<file path="config.mk">
export PLATFORM = sky130hd
export DESIGN_NAME = keypad_scan
export DESIGN_NICKNAME = d
export VERILOG_FILES = /design/src/rtl/keypad_scan_pkg.sv /design/src/rtl/keypad_decode.sv /design/src/rtl/keypad_scan.sv
export SDC_FILE = /design/constraint.sdc
export NUM_CORES = 1
export LEC_CHECK = 0
export ABC_AREA = 1
export CAP_MARGIN = 40
export CORE_MARGIN = 5
export CORE_UTILIZATION = 60
export DETAILED_ROUTE_END_ITERATION = 8
export PLACE_DENSITY_LB_ADDON = 0.05
export RECOVER_POWER = 50
export SYNTH_ARGS = -nofsm -noshare
export SYNTH_HDL_FRONTEND = slang
export SYNTH_SLANG_ARGS = --single-unit
</file>
<file path="constraint.sdc">
create_clock -name clk -period 9.1 [get_ports clk]
set_clock_uncertainty 0.15 [all_clocks]
set_input_delay 1.365 -clock clk [delete_from_list [all_inputs] [get_ports clk]]
set_output_delay 1.365 -clock clk [all_outputs]
set_load 0.005 [all_outputs]
</file>
<file path="src/rtl/keypad_scan_pkg.sv">
// Shared keypad key codes, debounce state type and small helpers.
// The calculator FSM imports this package too, so key literals exist only here.
package keypad_scan_pkg;

  localparam logic [7:0] KEY_NONE = 8'hFF;
  localparam logic [7:0] KEY_ADD  = 8'hF0;
  localparam logic [7:0] KEY_SUB  = 8'hF1;
  localparam logic [7:0] KEY_MUL  = 8'hF2;
  localparam logic [7:0] KEY_DIV  = 8'hF3;
  localparam logic [7:0] KEY_CLR  = 8'hC0;
  localparam logic [7:0] KEY_EQU  = 8'hE0;

  typedef enum logic [1:0] {
    IDLE      = 2'd0,
    PRESS_DEB = 2'd1,
    HELD      = 2'd2,
    REL_DEB   = 2'd3
  } deb_state_t;

  function automatic logic [7:0] key_digit(input logic [3:0] d);
    return {4'h0, d};
  endfunction

  function automatic logic [4:0] popcount16(input logic [15:0] v);
    logic [4:0] n;
    n = 5'd0;
    for (int i = 0; i < 16; i++) begin
      n = n + {4'd0, v[i]};
    end
    return n;
  endfunction

endpackage

</file>
<file path="src/rtl/keypad_decode.sv">
// Combinational frame decoder: 16 row/col hits -> key code, plus a flag
// marking frames with exactly one hit (anything else decodes to KEY_NONE).
module keypad_decode
  import keypad_scan_pkg::*;
(
  input  logic [15:0] hits,
  output logic [7:0]  code,
  output logic        single
);

  logic [3:0] idx_s;
  logic [7:0] map_s;

  // Locate the (last) hit and map it row-major onto the keypad legend.
  always_comb begin
    idx_s = 4'd0;
    for (int i = 0; i < 16; i++) begin
      if (hits[i]) begin
        idx_s = 4'(i);
      end else begin
        idx_s = idx_s;
      end
    end
    case (idx_s)
      4'd0:    map_s = key_digit(4'd1);
      4'd1:    map_s = key_digit(4'd2);
      4'd2:    map_s = key_digit(4'd3);
      4'd3:    map_s = KEY_ADD;
      4'd4:    map_s = key_digit(4'd4);
      4'd5:    map_s = key_digit(4'd5);
      4'd6:    map_s = key_digit(4'd6);
      4'd7:    map_s = KEY_SUB;
      4'd8:    map_s = key_digit(4'd7);
      4'd9:    map_s = key_digit(4'd8);
      4'd10:   map_s = key_digit(4'd9);
      4'd11:   map_s = KEY_MUL;
      4'd12:   map_s = KEY_CLR;
      4'd13:   map_s = key_digit(4'd0);
      4'd14:   map_s = KEY_EQU;
      4'd15:   map_s = KEY_DIV;
      default: map_s = KEY_NONE;
    endcase
    single = (popcount16(hits) == 5'd1);
    if (single) begin
      code = map_s;
    end else begin
      code = KEY_NONE;
    end
  end

endmodule

</file>
<file path="src/rtl/keypad_scan.sv">
// 4x4 keypad row scanner with frame-level press/release debounce.
// key_code leads pressed by one clock on press and trails it by one on release.
module keypad_scan
  import keypad_scan_pkg::*;
#(
  parameter int SCAN_DIV = 4,
  parameter int DEB_CNT  = 3
) (
  input  logic       clk,
  input  logic       rst,
  output logic [3:0] row,
  input  logic [3:0] col,
  output logic [7:0] key_code,
  output logic       pressed
);

  localparam int DIV_W = (SCAN_DIV > 1) ? $clog2(SCAN_DIV) : 1;
  localparam int CNT_W = $clog2(DEB_CNT + 1);
  localparam logic [DIV_W-1:0] DIV_LAST = DIV_W'(SCAN_DIV - 1);
  localparam logic [CNT_W-1:0] CNT_MAX  = CNT_W'(DEB_CNT);
  localparam logic [CNT_W-1:0] CNT_ONE  = CNT_W'(1);

  logic [DIV_W-1:0] div_r;
  logic [1:0]       row_idx_r;
  logic [3:0]       row_r;
  logic [11:0]      hits_r;
  logic             slot_last_s;
  logic             frame_end_s;
  logic [15:0]      frame_hits_s;
  logic [7:0]       frame_code_s;
  logic             frame_single_s;
  logic             match_s;

  deb_state_t       state_r, state_nxt_s;
  logic [CNT_W-1:0] cnt_r, cnt_nxt_s, cnt_inc_s;
  logic [7:0]       cand_r, cand_nxt_s;
  logic [7:0]       key_code_r, key_nxt_s;
  logic             pressed_r, pressed_nxt_s;

  assign slot_last_s  = (div_r == DIV_LAST);
  assign frame_end_s  = slot_last_s && (row_idx_r == 2'd3);
  // Row 3 is never stored: its columns are used live on the frame's last clock.
  assign frame_hits_s = {~col, hits_r};
  assign match_s      = frame_single_s && (frame_code_s == cand_r);
  assign cnt_inc_s    = (cnt_r < CNT_MAX) ? (cnt_r + CNT_ONE) : cnt_r;

  keypad_decode u_decode (
    .hits   (frame_hits_s),
    .code   (frame_code_s),
    .single (frame_single_s)
  );

  // Row slot timer, row drive rotation and per-row column capture.
  always_ff @(posedge clk or negedge rst) begin
    if (!rst) begin
      div_r     <= '0;
      row_idx_r <= 2'd0;
      row_r     <= 4'b1110;
      hits_r    <= 12'd0;
    end else if (slot_last_s) begin
      div_r     <= '0;
      row_idx_r <= row_idx_r + 2'd1;
      row_r     <= {row_r[2:0], row_r[3]};
      case (row_idx_r)
        2'd0:    hits_r[3:0]  <= ~col;
        2'd1:    hits_r[7:4]  <= ~col;
        2'd2:    hits_r[11:8] <= ~col;
        default: hits_r       <= hits_r;
      endcase
    end else begin
      div_r <= div_r + DIV_W'(1);
    end
  end

  // Debounce state and registered outputs.
  always_ff @(posedge clk or negedge rst) begin
    if (!rst) begin
      state_r    <= IDLE;
      cnt_r      <= '0;
      cand_r     <= KEY_NONE;
      key_code_r <= KEY_NONE;
      pressed_r  <= 1'b0;
    end else begin
      state_r    <= state_nxt_s;
      cnt_r      <= cnt_nxt_s;
      cand_r     <= cand_nxt_s;
      key_code_r <= key_nxt_s;
      pressed_r  <= pressed_nxt_s;
    end
  end

  // Next-state logic; transitions are evaluated only on frame-end clocks.
  always_comb begin
    state_nxt_s   = state_r;
    cnt_nxt_s     = cnt_r;
    cand_nxt_s    = cand_r;
    key_nxt_s     = key_code_r;
    pressed_nxt_s = pressed_r;
    if (frame_end_s) begin
      case (state_r)
        IDLE: begin
          if (frame_single_s) begin
            cand_nxt_s = frame_code_s;
            if (CNT_MAX == CNT_ONE) begin
              state_nxt_s = HELD;
              cnt_nxt_s   = '0;
              key_nxt_s   = frame_code_s;
            end else begin
              state_nxt_s = PRESS_DEB;
              cnt_nxt_s   = CNT_ONE;
            end
          end else begin
            state_nxt_s = IDLE;
            cnt_nxt_s   = '0;
          end
        end
        PRESS_DEB: begin
          if (match_s) begin
            if (cnt_inc_s == CNT_MAX) begin
              state_nxt_s = HELD;
              cnt_nxt_s   = '0;
              key_nxt_s   = cand_r;
            end else begin
              cnt_nxt_s = cnt_inc_s;
            end
          end else begin
            state_nxt_s = IDLE;
            cnt_nxt_s   = '0;
            cand_nxt_s  = KEY_NONE;
          end
        end
        HELD: begin
          if (match_s) begin
            state_nxt_s = HELD;
          end else if (CNT_MAX == CNT_ONE) begin
            state_nxt_s   = IDLE;
            cnt_nxt_s     = '0;
            cand_nxt_s    = KEY_NONE;
            pressed_nxt_s = 1'b0;
          end else begin
            state_nxt_s = REL_DEB;
            cnt_nxt_s   = CNT_ONE;
          end
        end
        REL_DEB: begin
          if (match_s) begin
            state_nxt_s = HELD;
            cnt_nxt_s   = '0;
          end else if (cnt_inc_s == CNT_MAX) begin
            state_nxt_s   = IDLE;
            cnt_nxt_s     = '0;
            cand_nxt_s    = KEY_NONE;
            pressed_nxt_s = 1'b0;
          end else begin
            cnt_nxt_s = cnt_inc_s;
          end
        end
        default: begin
          state_nxt_s   = IDLE;
          cnt_nxt_s     = '0;
          cand_nxt_s    = KEY_NONE;
          key_nxt_s     = KEY_NONE;
          pressed_nxt_s = 1'b0;
        end
      endcase
    end else begin
      // Outputs trail the state by one clock so key_code brackets pressed.
      pressed_nxt_s = (state_r == HELD) || (state_r == REL_DEB);
      if ((state_r == IDLE) || (state_r == PRESS_DEB)) begin
        key_nxt_s = KEY_NONE;
      end else begin
        key_nxt_s = key_code_r;
      end
    end
  end

  assign row      = row_r;
  assign key_code = key_code_r;
  assign pressed  = pressed_r;

endmodule

</file>
Yosys cells after proc, flatten, opt, wreduce, memory -nomap -nowiden
Memories as Yosys holds them, arrays and structs flattened. Index checks and enable logic that the tools add are counted. Widths: inputs -> output; s select.

Equal/unequal tests: 22. Add/sub/neg operators: 18. Reductions and logical operators: 16. Muxes and demuxes: 44. Bitwise gates (word level): 1. Order comparisons: 1.

Operator list (number): $mux 8 (10); $add 5x1->5 (14); $mux 4 (8); $mux 2 (12); $pmux 8 s3 (1); $pmux 2 s4 (2); $eq 2x2->1 const B (6); $mux 3 (4); $ne 2x2->1 const B (6); $eq 8x8->1 (1); $ne 2x1->1 const B (4); $reduce_and 2->1 (4); $mux 1 (7); $add 2x1->2 const B (3); $ne 3x3->1 const B (2); $reduce_and 3->1 (2); $reduce_and 6->1 (1); $eq 5x1->1 const B (1); $eq 2x1->1 const B (2); $logic_not 2->1 (2); $not 4->4 (1); $reduce_and 4->1 (1); $reduce_bool 3->1 (1); $add 1x1->2 (1); other kinds (4) (6).

Memories kept: 1. ROM bits: 128. Bits of input ports: 6. Output and inout bits: 13. Word-level logic and storage cells: 114. Register bits after elaboration: 41.

Memories: (name not given) (words 16, width 8, rd ports 1, clocked after memory_dff 0, wr ports 0, line keypad_decode.sv:24) `case (idx_s)`.

Logic depth before layout (Yosys ltp)
Gate-level depths: netlist (run 1).

Depth in word-level cells: 22. Mapped depth: 34. Depth with buffers taken out: 33.

By module
From an unflattened synthesis (run 1), not the netlist that was laid out.

Cells, all modules: 383. Area total of the unflattened synthesis: 2912.8 µm².

Modules (own cells, without submodules): keypad_scan (area an instance 2190.9 µm², sequential area each 1049.8 µm², cells each 272, times used 1); keypad_decode (area an instance 721.9 µm², sequential area each 0.0 µm², cells each 111, times used 1).

Worst setup path before layout (run 1)
No wires, ideal clock.

Kind: input-to-reg. Start: in col[3]. End: reg cand_r[3]. Cell stages on the path: 24. Library setup time: 0.079 ns. Arrival: 5.458 ns. Buffers on the path: 0. Setup slack: 3.413 ns. Data required time: 8.871 ns. Cells stage by stage: fa_1 -> inv_1 -> fa_1 -> inv_1 -> fa_1 -> fa_1 -> inv_1 -> fa_1 -> or2_2 -> nor4_1 -> nand2_1 -> nor2_1 -> inv_1 -> nor2_1 -> o21ai_0 -> a21oi_1 -> nand3_1 -> nor2_1 -> nand2_1 -> nor2_1 -> nand2_1 -> nand2_2 -> nand2_1 -> o21ai_0.

Word-level cells in the longest chain between the ends: 8. Elaborated cells on any way between the ends: 14. Classes of those cells: add/sub: 1; eq/ne: 5; mux: 4; bitwise: 1; reduce/logical: 2; memory: 1.

RTL lines: from (decl) (line keypad_scan.sv:12) `input logic [3:0] col,`; $not 4->4 * (line keypad_scan.sv:43) `assign frame_hits_s = {~col, hits_r};`; $add 5x1->5 or $mux 4 (tied branches) (line keypad_scan_pkg.sv:28, keypad_decode.sv:18); $eq 5x1->1 or $mem_v2 16x8 (tied branches); $mux 8 (line keypad_decode.sv:44) `if (single) begin`; $eq 8x8->1 (line keypad_scan.sv:44) `assign match_s = frame_single_s && (frame_code_s == cand_r);`; $logic_and 1x1->1 (line keypad_scan.sv:44); $ne 2x2->1 (no source line); $reduce_and 6->1 (no source line); to (signal assigned) (line keypad_scan.sv:86) `cand_r <= cand_nxt_s;`; to (decl) (line keypad_scan.sv:36) `logic [7:0] cand_r, cand_nxt_s;`.

Every way passes the cells marked *; elsewhere a longest branch is shown, timed or not. The select of a mux whose other input is x is not followed. A chain may end at the register's enable or synchronous reset.

Worst setup path after layout (run 1)
Start: in col[3]. End: reg cand_r[1].

The elaborated chain is that of the path after synthesis.

==> results_tabular.tex, run 1 <==
\begin{tabular}{lr}
\hline
Metric & Value \\
\hline
\multicolumn{2}{l}{\textbf{Route}} \\
Post-DR wirelength/cell & 12.8 um \\
Total wirelength of the detailed-routed design & 5160 um \\
Remaining routing DRC violations & 0 \\
Remaining number of nets flagged by the antenna check after routing & 0 \\
Detailed Routing Iterations Pass 1 & 4 \\
Violation count after the first detailed-route iteration & 121 \\
DR vias/cell & 5.26 \\
Via Count & 2125 \\
\multicolumn{2}{l}{\textbf{Clocking}} \\
Root buffer cell & sky130\_fd\_sc\_hd\_\_clkbuf\_8 \\
Hold buffers post-CTS & 0 \\
CTS tree & yes \\
H-Tree Level Count & 2 \\
Number of buffers between clock root and the deepest sink & 2 \\
Cells resized by post-CTS repair & 0 \\
Clock transition at the registers of the reported paths & 0.08 ns \\
Clk Latency, worst-skew pair & 0.29 ns \\
Post-CTS Repair Setup Buffers & 0 \\
Clock buffers created by TritonCTS & 5 \\
Sinks on Clock Net & 39 \\
\multicolumn{2}{l}{\textbf{Synthesis}} \\
Number of synthesized flops with an enable pin & 0 \\
Yosys Warn Count & 0 \\
Nets in the synthesized netlist & 360 \\
Cell area after synthesis & 2700 um\^{}2 \\
Synthesized netlist cell count & 331 \\
Average size of a mapped cell & 8.17 um\^{}2 \\
Seq cells post-synth & 39 \\
Share of flip-flops with an asynchronous set or reset after synthesis & 100\% \\
Most used flip-flop cell after synthesis & sky130\_fd\_sc\_hd\_\_dfrtp\_1 \\
Seq/Total Area, Yosys & 36.9\% \\
Number of unique standard cell types used by synthesis & 37 \\
\multicolumn{2}{l}{\textbf{Finish}} \\
Footprint of the flip-flops and latches & 997 um\^{}2 \\
Fraction of final layout cells sized beyond drive strength 1 & 17.9\% \\
Multi-input combinational cell area & 1450 um\^{}2 \\
Area added between synthesis and finish & 11.8\% \\
Number of diodes & 0 \\
Number of nets in the layout & 380 \\
Fill cell count & 361 \\
Layout Utilization & 69.4\% \\
\multicolumn{2}{l}{\textbf{Floorplan}} \\
Placement Rows & 24 \\
Effective utilization at floorplan & 62.1\% \\
X dimension of the die & 77.1 um \\
Chip Height & 77.1 um \\
Die area & 5950 um\^{}2 \\
Standard cell core area & 4350 um\^{}2 \\
Count of pins on the block boundary & 19 \\
\multicolumn{2}{l}{\textbf{Outcome}} \\
Run status & completed \\
\multicolumn{2}{l}{\textbf{Critical path}} \\
Reg2Reg Setup Slack & 3.09 ns \\
Type of the worst setup path & in2reg \\
Most frequent CP cell & sky130\_fd\_sc\_hd\_\_fa\_1 \\
Delay-heaviest family, CP & adder cells \\
Maximum fanout count along the critical path & 10 \\
Startpoint of the lowest-slack register-to-register path & hits\_r[0]\$\_DFFE\_PN0P\_ \\
Endpoint of the most critical register-to-register path & cand\_r[1]\$\_DFFE\_PN1P\_ \\
Nature of the critical path startpoint & input port \\
Worst reg2reg path depth & 27 \\
CP required & 9.16 ns \\
Crit path largest cell delay & 0.61 ns \\
Critical-path top delay cell & sky130\_fd\_sc\_hd\_\_clkdlybuf4s50\_1 \\
Total buffers and inverters traversed by the critical path & 5 \\
Worst path arrival time & 6.65 ns \\
Category of the worst setup path capture point & flop \\
\multicolumn{2}{l}{\textbf{STA}} \\
RSZ-0062 raised after global routing & no \\
Final count of hold timing violations & 0 \\
Period utilization & 72.4\% \\
Post-route setup slack & 2.51 ns \\
Minimum period implied by the final worst setup slack & 6.59 ns \\
Fmax & 0.152 GHz \\
Final setup violation count & 0 \\
Total negative slack for setup checks & 0 ns \\
Headroom to the max-slew limit & 16.2\% \\
Final max-slew violation count & 0 \\
Actual transition at the worst max-transition pin & 1.26 ns \\
\multicolumn{2}{l}{\textbf{Global routing}} \\
Aggregate global-route resource usage & 18.6\% \\
Maximum number of pins on one net before global-route repair & 25 \\
Antenna violations before repair & 0 \\
Wire length of the first global-routing pass & 9260 um \\
Remaining Overflow, GRT & 0 \\
Vias in the first global route & 2071 \\
\multicolumn{2}{l}{\textbf{Placed design}} \\
Number of buffers added on ports & 18 \\
Worst setup timing slack at the placement stage & 2.23 ns \\
Detailed Place HPWL & 4060 um \\
Final GP Congestion & 0.931 \\
\multicolumn{2}{l}{\textbf{Min path}} \\
Worst hold path cell count & 1 \\
Worst hold path endpoint & div\_r[0]\$\_DFF\_PN0\_ \\
Hold Crit Class & reg2reg \\
Min-Delay Startpoint & div\_r[0]\$\_DFF\_PN0\_ \\
\multicolumn{2}{l}{\textbf{Power and ir drop}} \\
Pwr/cell area & 186 nW/um\^{}2 \\
Worst voltage drop across the vdd grid & 0.000130 V \\
Cell leakage power & 1.47 nW \\
\multicolumn{2}{l}{\textbf{Flow run}} \\
Max capacitance violation total & 0 \\
\hline
\end{tabular}
[layer usage]
layer	wire length (um)	up-vias	share of wire, %	GRT usage, %
li1	-	1078	-	-
met1	2510	1002	49	25.8
met2	2420	40	47	30.2
met3	190	5	3.7	4.10
met4	41	0	0.80	3.44
met5	0	-	0	0
[worst register-to-register path, stage by stage, from the launching register on]
cell	delay, ns
sky130_fd_sc_hd__dfrtp_1	0.41
sky130_fd_sc_hd__ha_1	0.29
sky130_fd_sc_hd__inv_1	0.07
sky130_fd_sc_hd__fa_1	0.43
sky130_fd_sc_hd__fa_1	0.51
sky130_fd_sc_hd__inv_1	0.06
sky130_fd_sc_hd__fa_1	0.50
sky130_fd_sc_hd__inv_1	0.05
sky130_fd_sc_hd__fa_1	0.45
sky130_fd_sc_hd__fa_1	0.38
sky130_fd_sc_hd__inv_1	0.09
sky130_fd_sc_hd__fa_1	0.40
sky130_fd_sc_hd__or2_2	0.29
sky130_fd_sc_hd__nor4_1	0.17
sky130_fd_sc_hd__nand2_1	0.21
sky130_fd_sc_hd__nor2_1	0.13
sky130_fd_sc_hd__inv_1	0.07
sky130_fd_sc_hd__nor2_1	0.08
sky130_fd_sc_hd__o21ai_0	0.08
sky130_fd_sc_hd__a21oi_1	0.12
sky130_fd_sc_hd__nand3_1	0.09
sky130_fd_sc_hd__nor2_1	0.12
sky130_fd_sc_hd__nand2_1	0.06
sky130_fd_sc_hd__nor2_1	0.29
sky130_fd_sc_hd__nand2_1	0.11
sky130_fd_sc_hd__nand2_2	0.19
sky130_fd_sc_hd__nand2_1	0.07
sky130_fd_sc_hd__o21ai_0	0.08
[flip-flops by register name (all words and copies together), names as in the netlist, named ones only]
register   flops
cand_r         7
row            4
div_r          2
hits_r        12
cnt_r          2
state_r        1
row_idx_r      2
pressed        1
key_code       7
[through the flow]
| stage | total power (W) | cell area [um^2] | std cells | hold slack (ns) |
|---|---|---|---|---|
| 3_3_place_gp | 0.000411 | 2900 | 395 | 0.265 |
| 5_1_grt | 0.000613 | 3020 | 404 | 0.312 |
| 4_1_cts | 0.000570 | 3050 | 404 | 0.289 |
| 6_report | 0.000563 | 3020 | 404 | 0.285 |
| 2_1_floorplan | 0.000369 | 2700 | 331 | 0.253 |
| 3_5_place_dp | 0.000418 | 2930 | 396 | 0.279 |
[synthesized netlist by cell type, types with 2 or more instances]
cell | count | area, um^2
sky130_fd_sc_hd__dfrtp_1 | 22 | 551
sky130_fd_sc_hd__inv_1 | 49 | 184
sky130_fd_sc_hd__fa_1 | 10 | 200
sky130_fd_sc_hd__inv_2 | 4 | 15.0
sky130_fd_sc_hd__nand2_4 | 3 | 33.8
sky130_fd_sc_hd__buf_6 | 2 | 22.5
sky130_fd_sc_hd__nand2_1 | 76 | 285
sky130_fd_sc_hd__nor2_4 | 3 | 33.8
sky130_fd_sc_hd__a21oi_2 | 3 | 26.3
sky130_fd_sc_hd__xor2_1 | 4 | 35.0
sky130_fd_sc_hd__dfstp_2 | 17 | 447
sky130_fd_sc_hd__nand3_1 | 16 | 80.1
sky130_fd_sc_hd__nand4_1 | 2 | 12.5
sky130_fd_sc_hd__clkbuf_1 | 3 | 11.3
sky130_fd_sc_hd__a21oi_1 | 11 | 55.1
sky130_fd_sc_hd__ha_1 | 13 | 163
sky130_fd_sc_hd__o21ai_2 | 8 | 70.1
sky130_fd_sc_hd__nor2_1 | 34 | 128
sky130_fd_sc_hd__nand2_2 | 9 | 56.3
sky130_fd_sc_hd__nor3_1 | 3 | 15.0
sky130_fd_sc_hd__o21ai_0 | 23 | 115
[logic make-up (layout without fill, tap and decap cells)]
logic type	after synthesis	after routing	share of synthesized area [%]
fa+ha+maj	23	23	13.4
flops	39	39	36.9
compound gates	53	53	12.7
xor+xnor	5	5	1.90
buf+inv	61	82	9.39
simple gates	150	150	25.7
[final cells by class]
cell class,instances,area share [%]
Timing Repair Buffer,19,5.88
Clock buffer,6,2.73
Tap cell,52,2.15
Sequential cell,39,33.0
Multi-Input combinational cell,231,48.1
Clock inverter,2,1.16
Inverter,55,7.04
[worst max-delay path by stage]
stage	from	to	depth (start not counted)
2_1_floorplan	col[3]	cand_r[3]$_DFFE_PN1P_	24
3_3_place_gp	col[3]	cand_r[1]$_DFFE_PN1P_	25
3_5_place_dp	col[3]	cand_r[1]$_DFFE_PN1P_	25
4_1_cts	col[3]	cand_r[1]$_DFFE_PN1P_	25
5_1_grt	col[3]	cand_r[1]$_DFFE_PN1P_	25
6_report	col[3]	cand_r[1]$_DFFE_PN1P_	25
[cell usage in the layout, fill, tap and decap left out]
cell / instances
sky130_fd_sc_hd__or2_2: 1
sky130_fd_sc_hd__ha_1: 13
sky130_fd_sc_hd__bufinv_16: 1
sky130_fd_sc_hd__o31ai_1: 1
sky130_fd_sc_hd__a211oi_1: 1
sky130_fd_sc_hd__nand4_1: 2
sky130_fd_sc_hd__o211ai_2: 1
sky130_fd_sc_hd__inv_1: 49
sky130_fd_sc_hd__a21oi_1: 11
sky130_fd_sc_hd__fa_1: 10
sky130_fd_sc_hd__nand2_2: 9
sky130_fd_sc_hd__a211o_1: 1
sky130_fd_sc_hd__o21ai_2: 8
sky130_fd_sc_hd__dfstp_2: 17
sky130_fd_sc_hd__xnor2_2: 1
sky130_fd_sc_hd__nand2_1: 76
sky130_fd_sc_hd__dfrtp_1: 22
sky130_fd_sc_hd__nand2_4: 3
sky130_fd_sc_hd__clkbuf_1: 2
sky130_fd_sc_hd__a21oi_4: 1
sky130_fd_sc_hd__o211ai_1: 1
sky130_fd_sc_hd__nor3_1: 3
sky130_fd_sc_hd__nor2_4: 3
sky130_fd_sc_hd__nand3_4: 1
sky130_fd_sc_hd__o21bai_1: 1
sky130_fd_sc_hd__clkbuf_8: 6
sky130_fd_sc_hd__xor2_1: 4
sky130_fd_sc_hd__nor4_1: 1
sky130_fd_sc_hd__a21oi_2: 3
sky130_fd_sc_hd__nor2_1: 34
sky130_fd_sc_hd__o21ai_0: 23
sky130_fd_sc_hd__clkdlybuf4s50_1: 17
sky130_fd_sc_hd__clkinv_2: 2
sky130_fd_sc_hd__inv_2: 4
sky130_fd_sc_hd__o2111ai_1: 1
sky130_fd_sc_hd__nand3_1: 16
sky130_fd_sc_hd__clkinv_4: 1
sky130_fd_sc_hd__nand4_4: 1
[where the power goes]
part | internal [W] | switching, W | total [W]
Clock | 0.0000888 | 0.0000623 | 0.000151
Combinational | 0.0000807 | 0.000118 | 0.000199
Sequential | 0.000196 | 0.0000167 | 0.000213
Total | 0.000366 | 0.000197 | 0.000563
Power figures use the tool's default switching activity.
==> inputs of run 2 (changes only) <==
- CORE_UTILIZATION: 60 -> 59
- clock period: 9.1 -> 6.6 ns (I/O delays scaled with it)
==> run 2 against run 1 <==
Effect of this change:
- clock power rose by 34%
- non-clock buffer count rose by 4
- final area rose by 0.83%
- sequential share of layout area fell by 0.27 points
- highest routed layer unchanged
- sequential cell count did not move
- via count rose by 0.75%
- die area rose by 1.5%
- power rose by 38%
- register-to-register slack got worse by 2.5 ns
- sequential power rose by 38%
- critical endpoint is now cand_r[3]$_DFFE_PN1P_
- setup slack got worse by 1.9 ns
==> results_tabular.tex, run 2 (synthesized netlist as in run 1, its figures left out) <==
\begin{tabular}{lr}
\hline
Metric & Value \\
\hline
\multicolumn{2}{l}{\textbf{Floorplan}} \\
Effective utilization at floorplan & 61.3\% \\
Standard cell core area & 4410 um\^{}2 \\
X dimension of the die & 77.7 um \\
Chip Height & 77.7 um \\
Count of pins on the block boundary & 19 \\
Placement Rows & 24 \\
Die area & 6040 um\^{}2 \\
\multicolumn{2}{l}{\textbf{Finish}} \\
Final non-filler cell area & 3050 um\^{}2 \\
Flip-flop count of the largest register, all copies and words added & 12 \\
Reg with most FFs & hits\_r \\
Leading cell types in the layout, fill and taps excluded & 76 x sky130\_fd\_sc\_hd\_\_nand2\_1, 49 x sky130\_fd\_sc\_hd\_\_inv\_1, 34 x sky130\_fd\_sc\_hd\_\_nor2\_1 \\
Number of nets in the layout & 384 \\
Number of diodes & 0 \\
Area added between synthesis and finish & 12.7\% \\
Fraction of final layout cells sized beyond drive strength 1 & 18.8\% \\
Commonest non-fill, non-tap cell in the layout & sky130\_fd\_sc\_hd\_\_nand2\_1 \\
\multicolumn{2}{l}{\textbf{Placed design}} \\
Area after DPL & 2960 um\^{}2 \\
Number of buffers added on ports & 18 \\
Final GP Congestion & 0.932 \\
Detailed Place HPWL & 4120 um \\
\multicolumn{2}{l}{\textbf{STA}} \\
Fmax & 0.166 GHz \\
Final count of hold timing violations & 0 \\
Final max-slew violation count & 0 \\
Final setup violation count & 0 \\
Period utilization & 91.2\% \\
Actual transition at the worst max-transition pin & 1.19 ns \\
Minimum period implied by the final worst setup slack & 6.02 ns \\
Headroom to the max-slew limit & 20.6\% \\
RSZ-0062 raised after global routing & no \\
Total negative slack for setup checks & 0 ns \\
\multicolumn{2}{l}{\textbf{Critical path}} \\
Worst path arrival time & 6.09 ns \\
Category of the worst setup path capture point & flop \\
Most frequent CP cell & sky130\_fd\_sc\_hd\_\_fa\_1 \\
Critical-path top delay cell & sky130\_fd\_sc\_hd\_\_fa\_1 \\
Nature of the critical path startpoint & input port \\
Maximum fanout count along the critical path & 10 \\
Crit path largest cell delay & 0.56 ns \\
Delay-heaviest family, CP & adder cells \\
Type of the worst setup path & in2reg \\
CP required & 6.67 ns \\
Total buffers and inverters traversed by the critical path & 5 \\
\multicolumn{2}{l}{\textbf{Clocking}} \\
Number of buffers between clock root and the deepest sink & 2 \\
Hold buffers post-CTS & 0 \\
Clock buffers created by TritonCTS & 5 \\
Clock transition at the registers of the reported paths & 0.08 ns \\
Clk Latency, worst-skew pair & 0.29 ns \\
Post-CTS Repair Setup Buffers & 0 \\
Root buffer cell & sky130\_fd\_sc\_hd\_\_clkbuf\_8 \\
Sinks on Clock Net & 39 \\
Cells resized by post-CTS repair & 0 \\
CTS tree & yes \\
H-Tree Level Count & 2 \\
\multicolumn{2}{l}{\textbf{Global routing}} \\
Antenna violations before repair & 0 \\
Aggregate global-route resource usage & 19.9\% \\
Vias in the first global route & 2168 \\
Remaining Overflow, GRT & 0 \\
Wire length of the first global-routing pass & 9850 um \\
Maximum number of pins on one net before global-route repair & 24 \\
\multicolumn{2}{l}{\textbf{Route}} \\
Met2 wire length & 2560 um \\
Met3 WL post-DR & 155 um \\
Remaining number of nets flagged by the antenna check after routing & 0 \\
Met1 wire length & 2640 um \\
Total wirelength of the detailed-routed design & 5410 um \\
Via Count & 2141 \\
Detailed Routing Iterations Pass 1 & 5 \\
Highest metal used & met4 \\
Violation count after the first detailed-route iteration & 125 \\
Remaining routing DRC violations & 0 \\
Post-DR wirelength/cell & 13.3 um \\
DR vias/cell & 5.25 \\
\multicolumn{2}{l}{\textbf{Outcome}} \\
Run status & completed \\
\multicolumn{2}{l}{\textbf{Power and ir drop}} \\
Cell leakage power & 1.49 nW \\
Final Total Pwr & 0.000777 W \\
Worst voltage drop across the vdd grid & 0.000155 V \\
Pwr/cell area & 255 nW/um\^{}2 \\
\multicolumn{2}{l}{\textbf{Min path}} \\
Hold Crit Class & reg2reg \\
\multicolumn{2}{l}{\textbf{Flow run}} \\
Max capacitance violation total & 0 \\
\hline
\end{tabular}
## run 2: per-layer routing
layer / vias up / track usage [%]
li1: 1090 / -
met2: 32 / 32.3
met3: 4 / 3.36
met5: - / 0
met4: 0 / 4.30
met1: 1015 / 28.0
## run 2: cell type report
class	instances	area (um^2)
inverter	55	213
fill	387	1370
clock inverter	3	43.8
multi-input combinational	231	1450
tap	52	65.1
timing repair buffer	23	208
clock buffer	5	68.8
sequential	39	997
## run 2: power breakdown
group	switching, W	leakage (nW)	internal (W)
clock network	0.0000900	0.0581	0.000113
logic	0.000167	0.977	0.000114
registers	0.0000235	0.454	0.000270
## run 2: worst paths after layout
| kind | start | endpoint | slack, ns | cells after the start |
|---|---|---|---|---|
| worst max-delay path | col[3] | cand_r[3]$_DFFE_PN1P_ | 0.58 | 25 |
| worst min-delay path | div_r[0]$_DFF_PN0_ | div_r[0]$_DFF_PN0_ | 0.28 | 1 |
| worst max register to register | hits_r[1]$_DFFE_PN0P_ | cand_r[3]$_DFFE_PN1P_ | 0.62 | 27 |
| worst min register to register | div_r[0]$_DFF_PN0_ | div_r[0]$_DFF_PN0_ | 0.28 | 1 |
| max in group asynchronous | rst | cnt_r[1]$_DFFE_PN0P_ | 4.10 | 2 |
| min in group asynchronous | rst | hits_r[1]$_DFFE_PN0P_ | 0.63 | 1 |
## run 2: worst register-to-register path: stages (launching register included)
cell                      delay (ns)
sky130_fd_sc_hd__dfrtp_1        0.40
sky130_fd_sc_hd__ha_1           0.27
sky130_fd_sc_hd__inv_1          0.04
sky130_fd_sc_hd__fa_1           0.46
sky130_fd_sc_hd__fa_1           0.52
sky130_fd_sc_hd__inv_1          0.06
sky130_fd_sc_hd__fa_1           0.51
sky130_fd_sc_hd__inv_1          0.05
sky130_fd_sc_hd__fa_1           0.45
sky130_fd_sc_hd__fa_1           0.37
sky130_fd_sc_hd__inv_1          0.09
sky130_fd_sc_hd__fa_1           0.40
sky130_fd_sc_hd__or2_2          0.29
sky130_fd_sc_hd__nor4_1         0.17
sky130_fd_sc_hd__nand2_1        0.20
sky130_fd_sc_hd__nor2_1         0.13
sky130_fd_sc_hd__inv_1          0.08
sky130_fd_sc_hd__nor2_1         0.08
sky130_fd_sc_hd__o21ai_0        0.08
sky130_fd_sc_hd__a21oi_1        0.12
sky130_fd_sc_hd__nand3_1        0.09
sky130_fd_sc_hd__nor2_1         0.13
sky130_fd_sc_hd__nand2_1        0.07
sky130_fd_sc_hd__nor2_1         0.26
sky130_fd_sc_hd__nand2_1        0.11
sky130_fd_sc_hd__nand2_2        0.17
sky130_fd_sc_hd__nand2_1        0.07
sky130_fd_sc_hd__o21ai_0        0.07
## run 2: per-stage QoR
step / cells / hold slack [ns] / worst slack [ns] / util (%)
floorplan: 331 / 0.253 / 1.16 / -
global placement: 399 / 0.267 / 0.385 / 66.4
detailed placement: 400 / 0.272 / 0.315 / 67.1
CTS: 408 / 0.285 / 0.604 / 69.6
global route: 408 / 0.314 / 0.0728 / 69.0
finish: 408 / 0.282 / 0.578 / 69.0
==> inputs of run 3 (changes only) <==
- CELL_PAD_IN_SITES_DETAIL_PLACEMENT: not set -> 0
- CELL_PAD_IN_SITES_GLOBAL_PLACEMENT: not set -> 1
- CORE_UTILIZATION: 59 -> 45
- GPL_ROUTABILITY_DRIVEN: not set -> 0
==> run 3 against run 2 <==
Effect of this change:
- cell count grew 5.4%
- die area grew 27%
- via count shrank 2.8%
- critical path depth is the same
- sequential power is essentially flat
- sequential cell count is the same
- combinational power shrank 2%
- setup slack gained 0.024 ns
- critical path type unchanged
- critical endpoint is now cand_r[1]$_DFFE_PN1P_
- highest routed layer unchanged
==> results_tabular.tex, run 3 (synthesized netlist as in run 1, its figures left out) <==
\begin{tabular}{lr}
\hline
Metric & Value \\
\hline
\multicolumn{2}{l}{\textbf{Route}} \\
Violation count after the first detailed-route iteration & 88 \\
Via Count & 2082 \\
Total wirelength of the detailed-routed design & 5460 um \\
Remaining routing DRC violations & 0 \\
Post-DR wirelength/cell & 12.7 um \\
Detailed Routing Iterations Pass 1 & 4 \\
Remaining number of nets flagged by the antenna check after routing & 0 \\
DR vias/cell & 4.84 \\
\multicolumn{2}{l}{\textbf{STA}} \\
Headroom to the max-slew limit & 3.87\% \\
Fmax & 0.167 GHz \\
RSZ-0062 raised after global routing & no \\
Total negative slack for setup checks & 0 ns \\
Final count of hold timing violations & 0 \\
Final max-slew violation count & 0 \\
Minimum period implied by the final worst setup slack & 6.00 ns \\
Final setup violation count & 0 \\
Actual transition at the worst max-transition pin & 1.44 ns \\
Period utilization & 90.9\% \\
Min Hold Slack & 0.276 ns \\
\multicolumn{2}{l}{\textbf{Finish}} \\
Number of diodes & 0 \\
Flip-flop count of the largest register, all copies and words added & 12 \\
Fraction of final layout cells sized beyond drive strength 1 & 18.9\% \\
Area added between synthesis and finish & 13.8\% \\
Reg with most FFs & hits\_r \\
Commonest non-fill, non-tap cell in the layout & sky130\_fd\_sc\_hd\_\_nand2\_1 \\
Number of nets in the layout & 383 \\
Leading cell types in the layout, fill and taps excluded & 76 x sky130\_fd\_sc\_hd\_\_nand2\_1, 49 x sky130\_fd\_sc\_hd\_\_inv\_1, 33 x sky130\_fd\_sc\_hd\_\_nor2\_1 \\
\multicolumn{2}{l}{\textbf{Floorplan}} \\
Placement Rows & 28 \\
Die area & 7660 um\^{}2 \\
X dimension of the die & 87.5 um \\
Count of pins on the block boundary & 19 \\
Standard cell core area & 5890 um\^{}2 \\
Effective utilization at floorplan & 45.9\% \\
Chip Height & 87.5 um \\
\multicolumn{2}{l}{\textbf{Flow run}} \\
Max capacitance violation total & 0 \\
\multicolumn{2}{l}{\textbf{Critical path}} \\
Startpoint of the lowest-slack register-to-register path & hits\_r[0]\$\_DFFE\_PN0P\_ \\
Reg2Reg Setup Slack & 0.71 ns \\
CP required & 6.67 ns \\
Endpoint of the most critical register-to-register path & cand\_r[1]\$\_DFFE\_PN1P\_ \\
Type of the worst setup path & in2reg \\
Category of the worst setup path capture point & flop \\
Nature of the critical path startpoint & input port \\
Worst reg2reg path depth & 27 \\
Maximum fanout count along the critical path & 10 \\
Worst path arrival time & 6.06 ns \\
\multicolumn{2}{l}{\textbf{Min path}} \\
Min-Delay Startpoint & div\_r[0]\$\_DFF\_PN0\_ \\
Worst hold path cell count & 1 \\
Hold Crit Class & reg2reg \\
Worst hold path endpoint & div\_r[0]\$\_DFF\_PN0\_ \\
\multicolumn{2}{l}{\textbf{Clocking}} \\
Root buffer cell & sky130\_fd\_sc\_hd\_\_clkbuf\_8 \\
Clk Latency, worst-skew pair & 0.29 ns \\
Number of buffers between clock root and the deepest sink & 2 \\
Clock buffers created by TritonCTS & 5 \\
H-Tree Level Count & 2 \\
CTS tree & yes \\
Hold buffers post-CTS & 0 \\
Clock transition at the registers of the reported paths & 0.08 ns \\
Sinks on Clock Net & 39 \\
\multicolumn{2}{l}{\textbf{Outcome}} \\
Run status & completed \\
\multicolumn{2}{l}{\textbf{Global routing}} \\
Vias in the first global route & 2082 \\
Remaining Overflow, GRT & 0 \\
Maximum number of pins on one net before global-route repair & 27 \\
Wire length of the first global-routing pass & 9690 um \\
Antenna violations before repair & 0 \\
Aggregate global-route resource usage & 15.9\% \\
\multicolumn{2}{l}{\textbf{Power and ir drop}} \\
Cell leakage power & 1.49 nW \\
Worst voltage drop across the vdd grid & 0.000128 V \\
Pwr/cell area & 253 nW/um\^{}2 \\
\multicolumn{2}{l}{\textbf{Placed design}} \\
Detailed Place HPWL & 4330 um \\
Number of buffers added on ports & 18 \\
\hline
\end{tabular}
-- run 3: worst max-delay path by stage --
stage / cells past startpoint / slack, ns / endpoint / from
final: 25 / 0.60 / cand_r[1]$_DFFE_PN1P_ / col[0]
after global routing: 25 / 0.06 / cand_r[1]$_DFFE_PN1P_ / col[0]
after CTS: 25 / 0.51 / cand_r[3]$_DFFE_PN1P_ / col[0]
after detailed placement: 25 / 0.19 / cand_r[4]$_DFFE_PN1P_ / col[0]
after global placement: 25 / 0.25 / cand_r[4]$_DFFE_PN1P_ / col[0]
after floorplan: 27 / 1.16 / cand_r[3]$_DFFE_PN1P_ / hits_r[1]$_DFFE_PN0P_
-- run 3: critical path, cell delays in order --
cell and delay (ns):
sky130_fd_sc_hd__clkdlybuf4s50_1 0.59, sky130_fd_sc_hd__inv_1 0.09, sky130_fd_sc_hd__fa_1 0.50, sky130_fd_sc_hd__fa_1 0.49, sky130_fd_sc_hd__inv_1 0.05, sky130_fd_sc_hd__fa_1 0.45
sky130_fd_sc_hd__fa_1 0.37, sky130_fd_sc_hd__inv_1 0.10, sky130_fd_sc_hd__fa_1 0.41, sky130_fd_sc_hd__or2_2 0.29, sky130_fd_sc_hd__nor4_1 0.17, sky130_fd_sc_hd__nand2_1 0.20
sky130_fd_sc_hd__nor2_1 0.13, sky130_fd_sc_hd__inv_1 0.07, sky130_fd_sc_hd__nor2_1 0.07, sky130_fd_sc_hd__o21ai_0 0.08, sky130_fd_sc_hd__a21oi_1 0.12, sky130_fd_sc_hd__nand3_1 0.08
sky130_fd_sc_hd__nor2_1 0.12, sky130_fd_sc_hd__nand2_1 0.07, sky130_fd_sc_hd__nor2_2 0.21, sky130_fd_sc_hd__nand2_1 0.10, sky130_fd_sc_hd__nand2_2 0.18, sky130_fd_sc_hd__nand2_1 0.06
sky130_fd_sc_hd__o21ai_0 0.08
-- run 3: power breakdown --
| part | leakage, nW | internal [W] | total (W) | switching [W] |
|---|---|---|---|---|
| clock network | 0.0612 | 0.000122 | 0.000209 | 0.0000867 |
| logic | 0.971 | 0.000114 | 0.000276 | 0.000163 |
| registers | 0.454 | 0.000270 | 0.000294 | 0.0000242 |
-- run 3: cell type report --
class | instances | area (um^2)
fill | 593 | 2810
timing repair buffer | 22 | 200
clock inverter | 2 | 35.0
clock buffer | 6 | 82.6
sequential | 39 | 997
multi-input combinational | 231 | 1460
inverter | 55 | 213
tap | 75 | 93.8
-- run 3: per-layer routing --
layer / up-vias / track usage (%) / wire length [um]
li1: 1085 / - / -
met1: 969 / 23.7 / 2940
met2: 21 / 24.1 / 2340
met3: 7 / 2.93 / 128
met4: 0 / 3.35 / 52
met5: - / 0 / 0
-- run 3: repair_timing --
action                                  4_1_cts  5_1_grt
resized for setup                             0        1
setup buffers                                 0        0
hold endpoints to repair                      0        0
endpoints found under the setup margin        0        3
-- run 3: metrics by stage --
| step | instances | instance area (um^2) | utilization (%) | total power [W] | setup WS [ns] |
|---|---|---|---|---|---|
| finish | 430 | 3080 | 52.3 | 0.000780 | 0.603 |
| global route | 430 | 3080 | 52.3 | 0.000851 | 0.0624 |
| CTS | 430 | 3090 | 52.5 | 0.000794 | 0.505 |
| detailed placement | 422 | 2970 | 50.5 | 0.000580 | 0.194 |
| global placement | 421 | 2950 | 50.2 | 0.000576 | 0.254 |
| floorplan | 331 | 2700 | - | 0.000508 | 1.16 |
